$ cat config.mk
export PLATFORM = sky130hd
export DESIGN_NAME = dsp_post_adder_acc
export DESIGN_NICKNAME = d
export VERILOG_FILES = /design/src/rtl/dsp_post_adder_acc.sv
export SDC_FILE = /design/constraint.sdc
export NUM_CORES = 1
export LEC_CHECK = 0
export ABC_CLOCK_PERIOD_IN_PS = 12440
export BUFFER_PORTS_ARGS = -buffer_cell sky130_fd_sc_hd__buf_2
export CORE_AREA = 2 2 140 142
export CTS_BUF_LIST = sky130_fd_sc_hd__clkbuf_4
export CTS_CLUSTER_DIAMETER = 30
export DETAILED_ROUTE_END_ITERATION = 8
export DIE_AREA = 0 0 142 144
export PLACE_DENSITY_LB_ADDON = 0.25
export SYNTH_ARGS = -nofsm -noshare
export SYNTH_HDL_FRONTEND = slang
export SYNTH_SLANG_ARGS = --single-unit
export TNS_END_PERCENT = 1
$ cat constraint.sdc
create_clock -name clk -period 12.44 [get_ports clk]
set_clock_uncertainty 0.2 [all_clocks]
set_input_delay 0.622 -clock clk [delete_from_list [all_inputs] [get_ports clk]]
set_output_delay 0.622 -clock clk [all_outputs]
set_load 0.05 [all_outputs]
$ cat src/rtl/dsp_post_adder_acc.sv
// Post-adder / accumulator stage of a DSP48A1-style slice.
// Selects X and Z operands from M, D:A:B, C, PCIN and the P feedback, then
// adds or subtracts them with carry-in, producing a 48-bit result and carry.
//
// Ports:
//   clk, rst_n          clock, asynchronous active-low reset
//   ce_p                clock enable for P / CARRYOUT registers
//   ce_opmode           clock enable for the opmode register
//   ce_carryin          clock enable for the carry-in register
//   opmode[7:0]         [1:0] X select, [3:2] Z select, [7] subtract
//   m[35:0]             unsigned product from the M stage
//   dab[47:0]           {D[11:0], A[17:0], B[17:0]}
//   c[47:0]             C operand
//   pcin[47:0]          cascade input from the previous slice
//   carryin             carry-in (source-selected upstream)
//   p[47:0]             result
//   carryout            carry / borrow out of the post-adder
//   carryoutf           fabric copy of carryout
//   pcout[47:0]         cascade output, equal to p
module dsp_post_adder_acc #(
  parameter int unsigned PREG       = 1,
  parameter int unsigned OPMODEREG  = 1,
  parameter int unsigned CARRYINREG = 1,
  parameter int unsigned WIDTH_P    = 48
) (
  input  logic               clk,
  input  logic               rst_n,
  input  logic               ce_p,
  input  logic               ce_opmode,
  input  logic               ce_carryin,
  input  logic [7:0]         opmode,
  input  logic [35:0]        m,
  input  logic [WIDTH_P-1:0] dab,
  input  logic [WIDTH_P-1:0] c,
  input  logic [WIDTH_P-1:0] pcin,
  input  logic               carryin,
  output logic [WIDTH_P-1:0] p,
  output logic               carryout,
  output logic               carryoutf,
  output logic [WIDTH_P-1:0] pcout
);

  localparam int unsigned OP_W  = 8;
  localparam int unsigned SUM_W = WIDTH_P + 1;

  logic [OP_W-1:0]    opmode_r;
  logic               cyi_r;
  logic [OP_W-1:0]    op_eff;
  logic               cin_eff;
  logic [WIDTH_P-1:0] p_r;
  logic               co_r;
  logic [WIDTH_P-1:0] x_mux;
  logic [WIDTH_P-1:0] z_mux;
  logic [SUM_W-1:0]   sum;
  logic               unused_opmode_bits;

  // Optional input pipeline registers for opmode and carry-in
  always_ff @(posedge clk or negedge rst_n) begin
    if (!rst_n) begin
      opmode_r <= '0;
      cyi_r    <= 1'b0;
    end else begin
      if (ce_opmode)  opmode_r <= opmode;
      if (ce_carryin) cyi_r    <= carryin;
    end
  end

  assign op_eff  = (OPMODEREG != 0)  ? opmode_r : opmode;
  assign cin_eff = (CARRYINREG != 0) ? cyi_r    : carryin;

  // Bits [6:4] belong to the pre-adder / multiplier stages
  assign unused_opmode_bits = ^op_eff[6:4];

  // Operand muxes and 49-bit add/subtract; bit 48 is carry or borrow
  always_comb begin
    x_mux = '0;
    z_mux = '0;
    sum   = '0;
    case (op_eff[1:0])
      2'b00:   x_mux = '0;
      2'b01:   x_mux = WIDTH_P'(m);
      2'b10:   x_mux = p_r;
      default: x_mux = dab;
    endcase
    case (op_eff[3:2])
      2'b00:   z_mux = '0;
      2'b01:   z_mux = pcin;
      2'b10:   z_mux = p_r;
      default: z_mux = c;
    endcase
    if (op_eff[7]) begin
      sum = SUM_W'(z_mux) - (SUM_W'(x_mux) + SUM_W'(cin_eff));
    end else begin
      sum = SUM_W'(z_mux) + SUM_W'(x_mux) + SUM_W'(cin_eff);
    end
  end

  generate
    if (PREG != 0) begin : gen_preg
      // Result register; also the accumulator feedback source
      always_ff @(posedge clk or negedge rst_n) begin
        if (!rst_n) begin
          p_r  <= '0;
          co_r <= 1'b0;
        end else if (ce_p) begin
          p_r  <= sum[WIDTH_P-1:0];
          co_r <= sum[WIDTH_P];
        end
      end
      assign p        = p_r;
      assign carryout = co_r;
    end else begin : gen_nopreg
      // No result register: feedback reads zero, outputs are combinational
      assign p_r      = '0;
      assign co_r     = 1'b0;
      assign p        = sum[WIDTH_P-1:0];
      assign carryout = sum[WIDTH_P];
    end
  endgenerate

  assign pcout     = p;
  assign carryoutf = carryout;

endmodule

Word level (Yosys, flattened, before mapping)
Cells that the tools add are included.
{ "op_classes": {"n_mux": 3, "n_reduce_logical": 2, "eq_ne": 4, "n_addsub": 4} }
{ "op_table": {"columns": ["operator", "count"], "rows": [
  ["$pmux W48 S3", 2],
  ["$add A48 B1 Y49", 1],
  ["$add A48 B48 Y49", 1],
  ["$add A49 B1 Y49", 1],
  ["$mux W49", 1],
  ["$sub A48 B49 Y49", 1],
  ["$eq A2 B1 Y1 const B", 2],
  ["$eq A2 B2 Y1 const B", 2],
  ["$logic_not A2 Y1", 2]
]} }
{ "word_totals": {"input_bits": 194, "register_bits": 58} }

Longest topological paths before layout
Gate-level depths: netlist of run 1.
{ "logic_depth": {"ltp_word": 5, "ltp_mapped": 20, "depth_no_buf": 18} }

Worst setup path before layout of run 1
No wires, ideal clock.
{ "synth_timing": {"kind": "reg2reg", "start": "reg opmode_r[1], in the netlist op_eff[1]", "end": "reg co_r, in the netlist carryout", "path_slack_ns": 7.788, "required_ns": 12.106, "period_less_slack_ns": 4.652, "stages_incl_launch_ff": 18, "arrival_time_ns": 4.319, "cell_sequence": "dfrtp_1 buf_2 clkbuf_1 clkbuf_1 mux2_2 a22o_1 ha_1 ha_1 and3_1 and2_1 o21ai_0 a21oi_1 nor3_1 o31ai_4 a2111oi_0 o31ai_1 a21oi_1 o211ai_1"} }
{ "synth_between": {"elab_chain_cells": 5, "word_cells_on_any_way": 9, "cone_classes": "4 x add/sub; 2 x eq/ne; 2 x mux; 1 x reduce/logical"} }
{ "synth_rtl": {"columns": ["item", "line", "source"], "rows": [
  ["from (decl)", "46", "logic [OP_W-1:0] opmode_r;"],
  ["from (signal assigned)", "63", "if (ce_opmode) opmode_r <= opmode;"],
  ["$eq A2 B2 Y1, or another cell as far along", "79", "case (op_eff[1:0])"],
  ["$pmux W48 S3 (*)", "79", null],
  ["$add A48 B48 Y49 or $add A48 B1 Y49 (tied branches)", "94, 92", null],
  ["$add A49 B1 Y49 or $sub A48 B49 Y49 (tied branches)", "94, 92", null],
  ["$mux W49 (*)", "91", "if (op_eff[7]) begin"],
  ["to (signal assigned)", "107", "co_r <= sum[WIDTH_P];"],
  ["to (decl)", "51", "logic co_r;"]
]} }
Mark *: on every way between the ends. The rest lies on a longest branch, timed or not.
A chain may end at the register's enable or synchronous reset.

Worst setup path after layout of run 1
{ "layout_timing": {"start": "reg opmode_r[1], in the netlist op_eff[1]", "end": "reg p_r[44], in the netlist p[44]"} }
{ "layout_between": {"elab_chain_cells": 5, "word_cells_on_any_way": 9, "cone_classes": "4 x add/sub; 2 x eq/ne; 2 x mux; 1 x reduce/logical"} }
{ "layout_rtl": {"columns": ["item", "line", "source"], "rows": [
  ["$eq A2 B2 Y1, or another cell as far along", "79", null],
  ["$pmux W48 S3 (*)", "79", null],
  ["$add A48 B48 Y49 or $add A48 B1 Y49 (tied branches)", "94, 92", null],
  ["$add A49 B1 Y49 or $sub A48 B49 Y49 (tied branches)", "94, 92", null],
  ["$mux W49 (*)", "91", null],
  ["to (signal assigned)", "106", "p_r <= sum[WIDTH_P-1:0];"],
  ["to (decl)", "50", "logic [WIDTH_P-1:0] p_r;"]
]} }
Marks and branches as above.

==> results of run 1 <==
-- through the flow --
step                cells  worst slack, ns  cell area (um2)
floorplan            1461            7.788            11160
global placement     1867            6.308            12300
detailed placement   1867            6.286            12300
CTS                  1875            6.208            12380
global route         1876            5.657            12380
finish               1878            6.020            12380
-- routing by layer --
metal / wire [um] / global-route usage (%)
met5: 0 / 0
met4: 1258 / 12.58
met3: 2842 / 4.570
met2: 17100 / 58.71
met1: 15890 / 47.69
-- layout by cell type (no fill, tap or decap), drive strengths merged, types with 9 or more instances in the layout --
cell type and instances:
buf 297, ha 140, a21oi 135, inv 125
nor2 97, nand2 95, mux2 87, a22o 82
o21ai 82, xnor2 60, dfrtp 55, a21o 49
nand3 27, xor2 27, nor2b 26, nand4 21
o21bai 18, mux2i 17, a31oi 17, nor3 13
a211oi 13, o21a 12, o211ai 11, and3 10
a221oi 9
-- worst min-delay path by stage --
stage / from / end
floorplan: rst_n / carryout$_DFFE_PN0P_
global placement: carryout$_DFFE_PN0P_ / carryout$_DFFE_PN0P_
detailed placement: p[30]$_DFFE_PN0P_ / p[30]$_DFFE_PN0P_
CTS: rst_n / p[36]$_DFFE_PN0P_
global route: rst_n / p[40]$_DFFE_PN0P_
finish: rst_n / p[40]$_DFFE_PN0P_
-- flip-flops by register name, summed over array words and instances, names as in the netlist --
register  cells
p            48
op_eff        5
carryout      1
cin_eff       1
-- layout make-up --
cell class,instances,share of cell area [%]
Antenna cell,3,0.06062
Multi-Input combinational cell,1152,69.79
Clock buffer,5,0.3031
Sequential cell,55,11.15
Inverter,125,3.789
Tap cell,238,2.405
Clock inverter,3,0.3132
Timing Repair Buffer,297,12.19
-- worst max-delay path, cell delays in order, from the launching register on --
cell      delay [ns]
dfrtp_2         0.85
buf_4           0.49
mux2_2          0.40
a21oi_1         0.31
xnor2_1         0.14
ha_1            0.20
a221o_1         0.33
nand2_1         0.10
inv_1           0.06
fa_1            0.41
a21oi_1         0.24
o22ai_1         0.20
o211ai_1        0.38
o21ai_0         0.29
o21ai_0         0.77
nor3_1          0.21
o22ai_1         0.31
xnor2_1         0.17
o22ai_1         0.08
a31oi_1         0.17
-- report_power, final --
part | total [mW] | switching, mW | internal, mW | leakage, nW
Sequential | 0.374 | 0.116 | 0.259 | 0.635
Clock | 0.119 | 0.0780 | 0.0413 | 0.0426
Combinational | 2.93 | 1.92 | 1.01 | 5.38
-- kinds of logic after synthesis --
group                    count (synthesis)  synth area share, %
AND/OR/NAND/NOR                        327                13.85
multiplexers                           104                10.34
buffers and inverters                  254                10.29
XOR/XNOR                                87                6.830
adder cells (fa/ha/maj)                144                16.24
flip-flops                              55                12.34
AO/OA/AOI/OAI                          490                30.11
==> metrics.csv, run 1 <==
stage,metric,value,unit
synth,Synth Register Bits,55,
synth,synthesized area per cell,7.637,um2
clock_tree,clk root buf,clkbuf_4,
clock_tree,CTS tree,done,
synth,ys flop type,dfrtp_1,
final_layout,Fill cells,1775,
synth,Gate Count Post-Synth,1461,
synth,"Seq/Total Area, Yosys",12.34,%
detailed_routing,DR vias/cell,6.222,
detailed_routing,DR WL/cell,19.75,um
floorplan,die area,0.02045,mm2
timing,relative slew slack,33.60,%
timing,endpoints failing setup,0,
detailed_routing,Routed Antenna Nets,0,
timing,Slew Limit Fails,0,
clock_tree,worst skew pair latency,0.45,ns
critical_path,reg2reg path depth,19,
power_and_ir_drop,Lkg Pwr,6.056,nW
synth,"EDFF count, synth",0,
synth,Unique masters post-synth,81,
detailed_routing,Starting DRT DRC Count,914,
synth,net count after synthesis,1797,
critical_path,CP required,12.62,ns
timing,Final period util,51.60,%
floorplan,io pins,292,
power_and_ir_drop,Power Total,3.422,mW
place,gpl congestion,0.9841,
synth,post-synth top area share,15.70,%
synth,cell area after synthesis,0.01116,mm2
synth,Post-synth top cells,"ha_1, a21oi_1, inv_1",
timing,Final Hold Fails,0,
timing,RSZ-0062 raised after global routing,false,
place,HPWL after DPL,28310,um
detailed_routing,DRC viols,0,
clock_tree,Num CTS Buffers,5,
final_layout,area delta synth->final,10.99,%
floorplan,Chip Width,142,um
timing,Setup TNS,0,ns
place,port bufs,288,
final_layout,Post-Route Utilization,64.90,%
grt,first-pass GRT wire length,57210,um
synth,ranking of synthesized cells by area,"ha_1, dfrtp_1, mux2_2, a22o_1, a21oi_1",
critical_path,Setup crit start,op_eff[1]$_DFFE_PN0P_,
power_and_ir_drop,VDD IR-drop max,0.1607,mV
worst_hold_path,class of the worst hold path,input pin to async pin,
power_and_ir_drop,Pwr Density,276.4,mW/mm2
critical_path,critical path capture point type,register,
grt,global route overflow,0,
clock_tree,clk sinks,55,
floorplan,Initial Util,58.48,%
critical_path,critical path class,register to register,
detailed_routing,drt pass-1 iters,6,
clock_tree,CTS Buffer Depth,2,
critical_path,RR Endpoint,p[44]$_DFFE_PN0P_,
synth,Synth area leader,ha_1,
grt,largest net degree at the start of global routing,56,
critical_path,R2R Path Start,op_eff[1]$_DFFE_PN0P_,
flow_run,total of max-cap violations,0,
clock_tree,cts hold-fix bufs,0,
critical_path,crit-path max FO,26,
critical_path,CP endpoint,p[44]$_DFFE_PN0P_,
floorplan,Die H,144,um
final_layout,# nets final,1972,
timing,Slew @ Worst Pin,0.9948,ns
clock_tree,"Clk pin slew, worst setup/hold paths",0.19,ns
timing,Max Freq,155.8,MHz
detailed_routing,Vias,11680,
grt,All-Layer GR Usage,35.49,%
synth,Yosys warnings,0,
clock_tree,H-tree Lvls,2,
final_layout,multi-input logic area,0.008642,mm2
run_status,status,finished clean,
critical_path,nature of the critical path startpoint,register,
grt,initial antenna violation count,3,
critical_path,flop-to-flop setup slack,6.02,ns
floorplan,row count,51,
grt,vias in the first global route,10690,
detailed_routing,Routed Wire Length,37080,um
clock_tree,Post-CTS Resized,0,
synth,"Async S/R FF share, synth",100.0,%
clock_tree,setup bufs post-CTS,0,
final_layout,share of layout cells above drive strength 1,25.29,%
floorplan,core area,0.01908,mm2
final_layout,Sequential Area,0.001381,mm2
timing,crit path time final,6.420,ns
synth,most common cell in the synthesized netlist,ha_1,
timing,Min Hold Slack,0.1181,ns
critical_path,crit path DAT,6.60,ns
No activity file was read; power rests on OpenSTA's default activity.
==> inputs of run 2 (changes only) <==
--- a/config.mk
+++ b/config.mk
@@ -5,13 +5,13 @@
 export SDC_FILE = /design/constraint.sdc
 export NUM_CORES = 1
 export LEC_CHECK = 0
-export ABC_CLOCK_PERIOD_IN_PS = 12440
+export ABC_CLOCK_PERIOD_IN_PS = 6700
 export BUFFER_PORTS_ARGS = -buffer_cell sky130_fd_sc_hd__buf_2
-export CORE_AREA = 2 2 140 142
+export CORE_AREA = 2 2 145 147
 export CTS_BUF_LIST = sky130_fd_sc_hd__clkbuf_4
 export CTS_CLUSTER_DIAMETER = 30
 export DETAILED_ROUTE_END_ITERATION = 8
-export DIE_AREA = 0 0 142 144
+export DIE_AREA = 0 0 147 149
 export PLACE_DENSITY_LB_ADDON = 0.25
 export SYNTH_ARGS = -nofsm -noshare
 export SYNTH_HDL_FRONTEND = slang
==> constraint.sdc (replaced) <==
create_clock -name clk -period 6.7 [get_ports clk]
set_clock_uncertainty 0.2 [all_clocks]
set_input_delay 0.335 -clock clk [delete_from_list [all_inputs] [get_ports clk]]
set_output_delay 0.335 -clock clk [all_outputs]
set_load 0.05 [all_outputs]
==> metrics.csv, run 2 (synthesis gave the netlist of run 1 again) <==
stage,metric,value,unit
run_status,status,finished clean,
grt,initial antenna violation count,1,
floorplan,core area,0.02056,mm2
timing,Final period util,83.14,%
detailed_routing,Starting DRT DRC Count,840,
timing,Setup TNS,0,ns
clock_tree,"Clk pin slew, worst setup/hold paths",0.18,ns
clock_tree,CTS Buffer Depth,2,
clock_tree,CTS tree,done,
grt,largest net degree at the start of global routing,61,
final_layout,"most common cell after layout, fill and taps aside",buf_2,
final_layout,most frequent cells in the layout,"buf_2, ha_1, a21oi_1",
critical_path,critical path capture point type,register,
detailed_routing,drt pass-1 iters,7,
timing,Min Hold Slack,0.03657,ns
critical_path,crit path DAT,5.74,ns
clock_tree,worst skew pair latency,0.47,ns
detailed_routing,DRC viols,0,
worst_hold_path,WHS Endpoint,op_eff[2]$_DFFE_PN0P_,
critical_path,crit-path max FO,26,
critical_path,CP required,6.87,ns
grt,first-pass GRT wire length,57100,um
clock_tree,Post-CTS Resized,0,
detailed_routing,DR vias/cell,6.053,
grt,All-Layer GR Usage,32.49,%
final_layout,Final Cell Area,0.01255,mm2
timing,Max Freq,179.5,MHz
timing,crit path time final,5.571,ns
grt,vias in the first global route,10630,
clock_tree,clk root buf,clkbuf_4,
worst_hold_path,hold-critical path depth,2,
power_and_ir_drop,Lkg Pwr,6.105,nW
critical_path,R2R Path Start,op_eff[2]$_DFFE_PN0P_,
critical_path,RR Endpoint,p[44]$_DFFE_PN0P_,
clock_tree,Num CTS Buffers,5,
critical_path,nature of the critical path startpoint,register,
clock_tree,setup bufs post-CTS,0,
timing,endpoints failing setup,0,
flow_run,total of max-cap violations,0,
floorplan,Chip Width,147,um
clock_tree,cts hold-fix bufs,10,
floorplan,Die H,149,um
clock_tree,H-tree Lvls,2,
final_layout,area delta synth->final,12.45,%
worst_hold_path,class of the worst hold path,input pin to register,
timing,relative slew slack,32.29,%
floorplan,io pins,292,
clock_tree,clk sinks,55,
detailed_routing,Routed Antenna Nets,0,
timing,Slew @ Worst Pin,1.015,ns
critical_path,reg2reg path depth,18,
detailed_routing,Routed Wire Length,36970,um
grt,global route overflow,0,
place,gpl congestion,0.9438,
place,Setup Slack @ Placement,1.233,ns
floorplan,Initial Util,54.27,%
place,placed instance count,1905,
floorplan,die area,0.02190,mm2
timing,final setup margin,1.129,ns
place,HPWL after DPL,28240,um
final_layout,max reg flops,48,
power_and_ir_drop,VDD IR-drop max,0.3191,mV
detailed_routing,DR WL/cell,19.22,um
final_layout,share of layout cells above drive strength 1,25.24,%
final_layout,# nets final,1983,
floorplan,row count,53,
final_layout,Finished Layout Cells,1924,
place,DP Area,0.01237,mm2
timing,Final Hold Fails,0,
worst_hold_path,hold wc startpoint,ce_opmode,
critical_path,critical path class,register to register,
critical_path,flop-to-flop setup slack,1.13,ns
timing,RSZ-0062 raised after global routing,false,
place,port bufs,288,
timing,Slew Limit Fails,0,
detailed_routing,Vias,11650,
power_and_ir_drop,Pwr Density,506.6,mW/mm2
## run 2: cell types whose count changed in the layout (fill, tap and decap cells not counted), sizes merged
cell	previous run	this run
diode	3	1
dlygate4sd3	0	10
buf	297	298
## run 2: per-layer routing
layer / up-vias / track usage, % / routed length [um] / part of all wire, %
li1: 5599 / - / - / -
met1: 5492 / 44.62 / 16580 / 45
met2: 511 / 54.60 / 17010 / 46
met3: 44 / 4.159 / 2676 / 7.2
met4: 0 / 7.740 / 703 / 1.9
met5: - / 0 / 0 / 0
## run 2: worst max path at each step
stage	start	cells after the start	endpoint	slack [ns]
finish	op_eff[2]$_DFFE_PN0P_	18	p[44]$_DFFE_PN0P_	1.13
global placement	op_eff[2]$_DFFE_PN0P_	18	p[44]$_DFFE_PN0P_	1.26
detailed placement	op_eff[2]$_DFFE_PN0P_	18	p[44]$_DFFE_PN0P_	1.23
global route	op_eff[2]$_DFFE_PN0P_	15	p[34]$_DFFE_PN0P_	0.86
floorplan	op_eff[1]$_DFFE_PN0P_	17	carryout$_DFFE_PN0P_	2.05
CTS	op_eff[2]$_DFFE_PN0P_	18	p[44]$_DFFE_PN0P_	1.15
## run 2: power by group
| group | switching (mW) | leakage (nW) | internal [mW] |
|---|---|---|---|
| sequential | 0.231 | 0.634 | 0.480 |
| combinational | 3.55 | 5.43 | 1.88 |
| clock | 0.141 | 0.0426 | 0.0767 |
| total | 3.92 | 6.10 | 2.44 |
## run 2: stage by stage
step                      utilization [%]  power [mW]
after floorplan                         -       5.011
final                               61.03       6.355
after CTS                           61.02       6.299
after detailed placement            60.16       6.042
after global placement              60.16       6.008
after global routing                61.03       6.823
## run 2: cell type report
class	instances	area, um2
multi-input cells	1152	8642
diodes	1	2.502
flip-flops and latches	55	1383
fillers	1962	8011
inverters	125	469.2
well taps	275	344.1
repair buffers	308	1629
clock buffers	5	37.54
clock inverters	3	38.79
## run 2: critical path, cell delays in order, from the launching register on
cell and delay [ns]:
dfrtp_2 0.82, mux2_2 0.43, a22o_1 0.22, xnor2_1 0.14
ha_1 0.21, a221o_1 0.30, nand2_1 0.09, inv_1 0.06
fa_1 0.40, a21oi_1 0.21, o22ai_1 0.22, o211ai_1 0.38
o21ai_0 0.29, o21ai_0 0.64, nor3_1 0.16, o22ai_1 0.31
xnor2_1 0.17, o22ai_1 0.08, a31oi_1 0.17
